[src/rtl/controle_memoria_dados.sv]
// rtl/controle_memoria_dados.sv - load/store sequencer for the byte-banked data memory
// One request at a time: range check, memory control sequencing, load extension, response hold.
module controle_memoria_dados #(
  parameter int DATA_WIDTH = 32,
  parameter int ADDR_WIDTH = 8
) (
  input  logic                  clock,
  input  logic                  reset,
  input  logic                  req_valid,
  output logic                  req_ready,
  input  logic                  req_write,
  input  logic [1:0]            req_size,
  input  logic                  req_signed,
  input  logic [ADDR_WIDTH-1:0] req_addr,
  input  logic [DATA_WIDTH-1:0] req_wdata,
  output logic                  resp_valid,
  input  logic                  resp_ready,
  output logic [DATA_WIDTH-1:0] resp_rdata,
  output logic                  resp_fault,
  output logic [DATA_WIDTH-1:0] mem_data,
  output logic [ADDR_WIDTH-1:0] mem_addr,
  output logic [1:0]            mem_DataType,
  output logic                  mem_EscMen,
  output logic                  mem_ReadMen,
  input  logic [DATA_WIDTH-1:0] mem_saida
);

  typedef enum logic [2:0] {
    IDLE      = 3'd0,
    WRITE     = 3'd1,
    READ_ADDR = 3'd2,
    READ_DATA = 3'd3,
    RESP      = 3'd4
  } state_t;

  localparam logic [ADDR_WIDTH:0] L_ONE   = (ADDR_WIDTH+1)'(1);
  localparam logic [ADDR_WIDTH:0] L_TWO   = (ADDR_WIDTH+1)'(2);
  localparam logic [ADDR_WIDTH:0] L_FOUR  = (ADDR_WIDTH+1)'(4);
  localparam logic [ADDR_WIDTH:0] L_SPACE = {1'b1, {ADDR_WIDTH{1'b0}}};

  state_t                  r_state;
  state_t                  w_state_next;
  logic [1:0]              r_size;
  logic                    r_signed;
  logic [DATA_WIDTH-1:0]   r_resp_rdata;
  logic                    r_resp_fault;
  logic [DATA_WIDTH-1:0]   r_mem_data;
  logic [ADDR_WIDTH-1:0]   r_mem_addr;
  logic [1:0]              r_mem_dtype;
  logic                    r_mem_escmen;
  logic                    r_mem_readmen;
  logic [ADDR_WIDTH:0]     w_nbytes;
  logic [ADDR_WIDTH:0]     w_end;
  logic                    w_fault;
  logic                    w_accept;
  logic [DATA_WIDTH-1:0]   w_ext;

  // Fault when the last byte would land past the top of the address space.
  always_comb begin
    w_nbytes = L_FOUR;
    case (req_size)
      2'b01:   w_nbytes = L_ONE;
      2'b10:   w_nbytes = L_TWO;
      default: w_nbytes = L_FOUR;
    endcase
    w_end   = {1'b0, req_addr} + w_nbytes;
    w_fault = (w_end > L_SPACE);
  end

  assign w_accept = (r_state == IDLE) && req_valid;

  always_comb begin
    w_state_next = r_state;
    case (r_state)
      IDLE: begin
        if (req_valid) begin
          if (w_fault)        w_state_next = RESP;
          else if (req_write) w_state_next = WRITE;
          else                w_state_next = READ_ADDR;
        end
      end
      WRITE:     w_state_next = RESP;
      READ_ADDR: w_state_next = READ_DATA;
      READ_DATA: w_state_next = RESP;
      RESP:      if (resp_ready) w_state_next = IDLE;
      default:   w_state_next = IDLE;
    endcase
  end

  always_ff @(posedge clock or negedge reset) begin
    if (!reset) r_state <= IDLE;
    else        r_state <= w_state_next;
  end

  always_comb begin
    w_ext = mem_saida;
    case (r_size)
      2'b01: if (r_signed) w_ext = {{(DATA_WIDTH-8){mem_saida[7]}}, mem_saida[7:0]};
      2'b10: if (r_signed) w_ext = {{(DATA_WIDTH-16){mem_saida[15]}}, mem_saida[15:0]};
      default: w_ext = mem_saida;
    endcase
  end

  // Memory strobes are derived from the state being entered so they are registered yet aligned with it.
  always_ff @(posedge clock or negedge reset) begin
    if (!reset) begin
      r_size        <= 2'b00;
      r_signed      <= 1'b0;
      r_resp_rdata  <= '0;
      r_resp_fault  <= 1'b0;
      r_mem_data    <= '0;
      r_mem_addr    <= '0;
      r_mem_dtype   <= 2'b00;
      r_mem_escmen  <= 1'b0;
      r_mem_readmen <= 1'b0;
    end else begin
      r_mem_escmen  <= (w_state_next == WRITE);
      r_mem_readmen <= (w_state_next == READ_ADDR) || (w_state_next == READ_DATA);
      if (w_accept) begin
        r_size       <= req_size;
        r_signed     <= req_signed;
        r_resp_rdata <= '0;
        r_resp_fault <= w_fault;
        if (!w_fault) begin
          r_mem_addr  <= req_addr;
          r_mem_dtype <= req_size;
          if (req_write) r_mem_data <= req_wdata;
        end
      end
      if (r_state == READ_DATA) r_resp_rdata <= w_ext;
    end
  end

  assign req_ready    = (r_state == IDLE);
  assign resp_valid   = (r_state == RESP);
  assign resp_rdata   = r_resp_rdata;
  assign resp_fault   = r_resp_fault;
  assign mem_data     = r_mem_data;
  assign mem_addr     = r_mem_addr;
  assign mem_DataType = r_mem_dtype;
  assign mem_EscMen   = r_mem_escmen;
  assign mem_ReadMen  = r_mem_readmen;

endmodule
[config.mk]
export PLATFORM = sky130hd
export DESIGN_NAME = controle_memoria_dados
export DESIGN_NICKNAME = d
export VERILOG_FILES = /design/src/rtl/controle_memoria_dados.sv
export SDC_FILE = /design/constraint.sdc
export NUM_CORES = 1
export LEC_CHECK = 0
export BUFFER_PORTS_ARGS = -buffer_cell sky130_fd_sc_hd__buf_2
export CORE_MARGIN = 2
export CORE_UTILIZATION = 36
export CTS_CLUSTER_DIAMETER = 80
export DETAILED_ROUTE_END_ITERATION = 10
export PLACE_DENSITY_LB_ADDON = 0.12
export SLEW_MARGIN = 0
export SYNTH_ARGS = -nofsm -noshare
export SYNTH_HDL_FRONTEND = slang
export SYNTH_SLANG_ARGS = --single-unit
[constraint.sdc]
create_clock -name clock -period 2 [get_ports clock]
set_clock_uncertainty 0.1 [all_clocks]
set_input_delay 0.1 -clock clock [delete_from_list [all_inputs] [get_ports clock]]
set_output_delay 0.1 -clock clock [all_outputs]
set_load 0.1 [all_outputs]
==> impl_metrics.py <==
metrics = {
    "floorplan": {
        "die_h_um": 102,
        "io_pins": 159,
        "rows": 35,
        "start_util_pct": 37.2,
        "core_sq_mm": 0.00924,
        "die_area_sq_mm": 0.0103,
        "fp.dieW_um": 102,
    },
    "synthesis": {
        "synthArstFlopShare_pct": 100,
        "ys.warnings.count": 0,
        "synth_ff_type": "dfrtp_1",
        "synth_edf_count": 0,
        "synth.distinct_cells": 36,
        "synthCells": 253,
        "synth_seq_cells": 83,
        "syn_area_per_cell_sq_um": 13.6,
        "syn-num-nets": 341,
        "syn_area_sq_mm": 0.00343,
        "yosysSeqAreaShare_pct": 60.5,
    },
    "clocking": {
        "clk_pin_slew_ns": 0.08,
        "clockBufferDepth": 2,
        "tritoncts": "done",
        "cts-root-buf": "clkbuf_8",
        "cts_sinks": 83,
        "htreeDepth": 3,
        "insertion_delay_ns": 0.34,
        "cts-buffers-inserted": 9,
    },
    "grt": {
        "grt_pass1_wl_um": 14800,
        "antenna_found_initial": 0,
        "grtUsageTotal_pct": 18.5,
        "gr-usage-met3_pct": 3.45,
        "grt_overflow": 0,
        "grt_pass1_vias": 3064,
        "grt_util_met2_pct": 30.5,
        "grt_util_met1_pct": 24.0,
        "grt_max_degree": 50,
        "grt-busiest-layer": "met2",
    },
    "setup_path": {
        "r2r-end": "mem_data[27]",
        "required_ns": 2.12,
        "crit_chain": "buf_12 -> inv_12 -> ha_4 -> ha_4 -> fa_2 -> xor2_2 -> nor4_4 -> o311a_1 -> buf_6 -> clkbuf_16 -> mux2_4",
        "crit_path_top_delay_cell": "fa_2",
        "slowest_delay_ns": 0.38,
        "r2r_slack_ns": 0.20,
        "start_kind": "input port",
        "critPathMaxFanout": 8,
        "cp_common_cell": "ha_4",
        "endpoint_kind": "register",
        "critical_path_arrival_ns": 2.16,
        "r2r-start": "r_state[0]",
        "path_class": "input port to register",
        "worstRegToRegCells": 5,
    },
    "detailed_routing": {
        "post-route-drc-count": 0,
        "dr.pass1.iters": 4,
        "drt-initial-drc-count": 54,
        "drt_wl_total_um": 9820,
        "vias_per_cell": 4.72,
        "num_vias": 3033,
        "avgRoutedWirePerCell_um": 15.3,
        "final_antenna_net_count": 0,
    },
    "sta": {
        "layout_setup_ws_ns": -0.0335,
        "setup_viol_count_final": 20,
        "whs_ns": 0.0342,
        "hold_violations": 0,
        "min_period_over_period_pct": 102,
        "timing.final.crit_period_ns": 2.03,
        "rsz0062_at_grt": "yes",
        "worst_slew_margin_rel_pct": 61.3,
        "drv_slew": 0,
        "fmax_ghz": 0.492,
        "worst_slew_pin_slew_ns": 0.577,
    },
    "final_layout": {
        "final_common_cell": "buf_2",
        "drive_gt1_share_pct": 48.5,
        "n_antenna_cell": 0,
        "design_area_sq_mm": 0.00584,
        "final_cell_mix": "buf_2 (155), dfrtp_1 (83), dlygate4sd3_1 (78)",
        "nets": 598,
        "regArea_sq_mm": 0.00208,
        "multiInputGateArea_sq_mm": 0.00146,
        "nFillCells": 735,
        "syn_to_final_growth_pct": 70.0,
    },
    "place": {
        "placed_area_sq_mm": 0.00458,
        "portBuffers": 158,
        "place.gp.congestion": 0.721,
        "place_hpwl_um": 6040,
    },
    "min_path": {
        "min_to": "r_state[2]",
        "worstHoldStart": "resp_ready",
        "whs_path_depth": 3,
        "hold_path.class": "input port to register",
    },
    "job": {
        "cap_viol_max_count": 0,
    },
    "run_status": {
        "outcome": "finished with violations",
        "failed_checks": "setup timing",
    },
}
critical path, delay by kind of cell:
family / cells / cell delay (ns)
fa+ha+maj: 3 / 0.69
mux: 1 / 0.30
xor+xnor: 1 / 0.22
buf+inv: 4 / 0.44
simple gates: 1 / 0.06
compound gates: 1 / 0.35
stage by stage:
stage / cells / setup slack (ns) / setup TNS (ns) / util (%)
4_1_cts: 640 / -0.0450 / -0.572 / 62.3
5_1_grt: 642 / -0.0736 / -1.81 / 63.2
6_report: 642 / -0.0335 / -0.255 / 63.2
2_1_floorplan: 253 / -0.221 / -7.21 / -
3_5_place_dp: 543 / -0.531 / -21.75 / 49.6
3_3_place_gp: 543 / -0.495 / -20.50 / 49.6
worst max path at each step:
stage          depth (start not counted)   startpoint            to  slack (ns)
2_1_floorplan                          9  req_size[1]  mem_data[11]       -0.22
3_3_place_gp                           9  req_size[1]   mem_data[2]       -0.49
3_5_place_dp                           9  req_size[1]   mem_data[2]       -0.53
4_1_cts                               11  req_size[1]  mem_data[26]       -0.04
5_1_grt                               11  req_size[1]   mem_data[2]       -0.07
6_report                              11  req_size[1]  mem_data[27]       -0.03
logic make-up after synthesis:
family,Yosys count,share of synthesized area (%)
flip-flops,83,60.5
AO/OA/AOI/OAI,72,14.7
multiplexers,42,13.8
AND/OR/NAND/NOR,25,4.30
buffers and inverters,22,3.39
adder cells (fa/ha/maj),8,3.13
XOR/XNOR,1,0.255
flip-flops by register name (all words and copies together) (netlist names):
name	cells
mem_data	32
resp_rdata	32
mem_addr	8
r_state	3
mem_DataType	2
r_size	2
mem_EscMen	1
mem_ReadMen	1
r_signed	1
resp_fault	1
timing repair:
action                                  4_1_cts  5_1_grt
hold buffers                                 78        0
gates resized for setup                      28       14
setup buffers                                 3        1
gates cloned                                  2        1
endpoints found under the setup margin       40       39
hold endpoints to repair                    112        0
pin swaps                                     4        2
area by class of cell:
class                           count  share of cell area (%)
Clock buffer                        9                    2.12
Multi-Input combinational cell    148                    24.9
Clock inverter                      5                    1.37
Sequential cell                    83                    35.6
Timing Repair Buffer              261                    32.6
Inverter                            7                   0.664
Tap cell                          129                    2.76
synth_stat cells, types with 2 or more instances:
cell        n  share of area, %
buf_2       6              0.87
o22ai_1     2              0.36
nor2_1      5              0.55
mux2_1     29               9.5
mux2_2     13               4.3
clkbuf_1    5              0.55
inv_1       7              0.77
nand3_1     2              0.29
nor3b_1     2              0.44
buf_6       3              0.98
nand2_1     6              0.66
o21ai_0     5              0.73
ha_1        7               2.6
a22o_1      8               2.0
dfrtp_1    83                60
nor3_1      2              0.29
o2bb2ai_1  24               6.1
a21oi_1    26               3.8
layer usage:
layer  vias to the layer above  routed length [um]
li1                       1439                   -
met1                      1466                4220
met2                       111                4860
met3                        17                 529
met4                         0                 208
met5                         -                   0
Power is left out: the tool's default activity adds up to more than one toggle a clock period on the data nets, which glitch-free logic cannot reach.
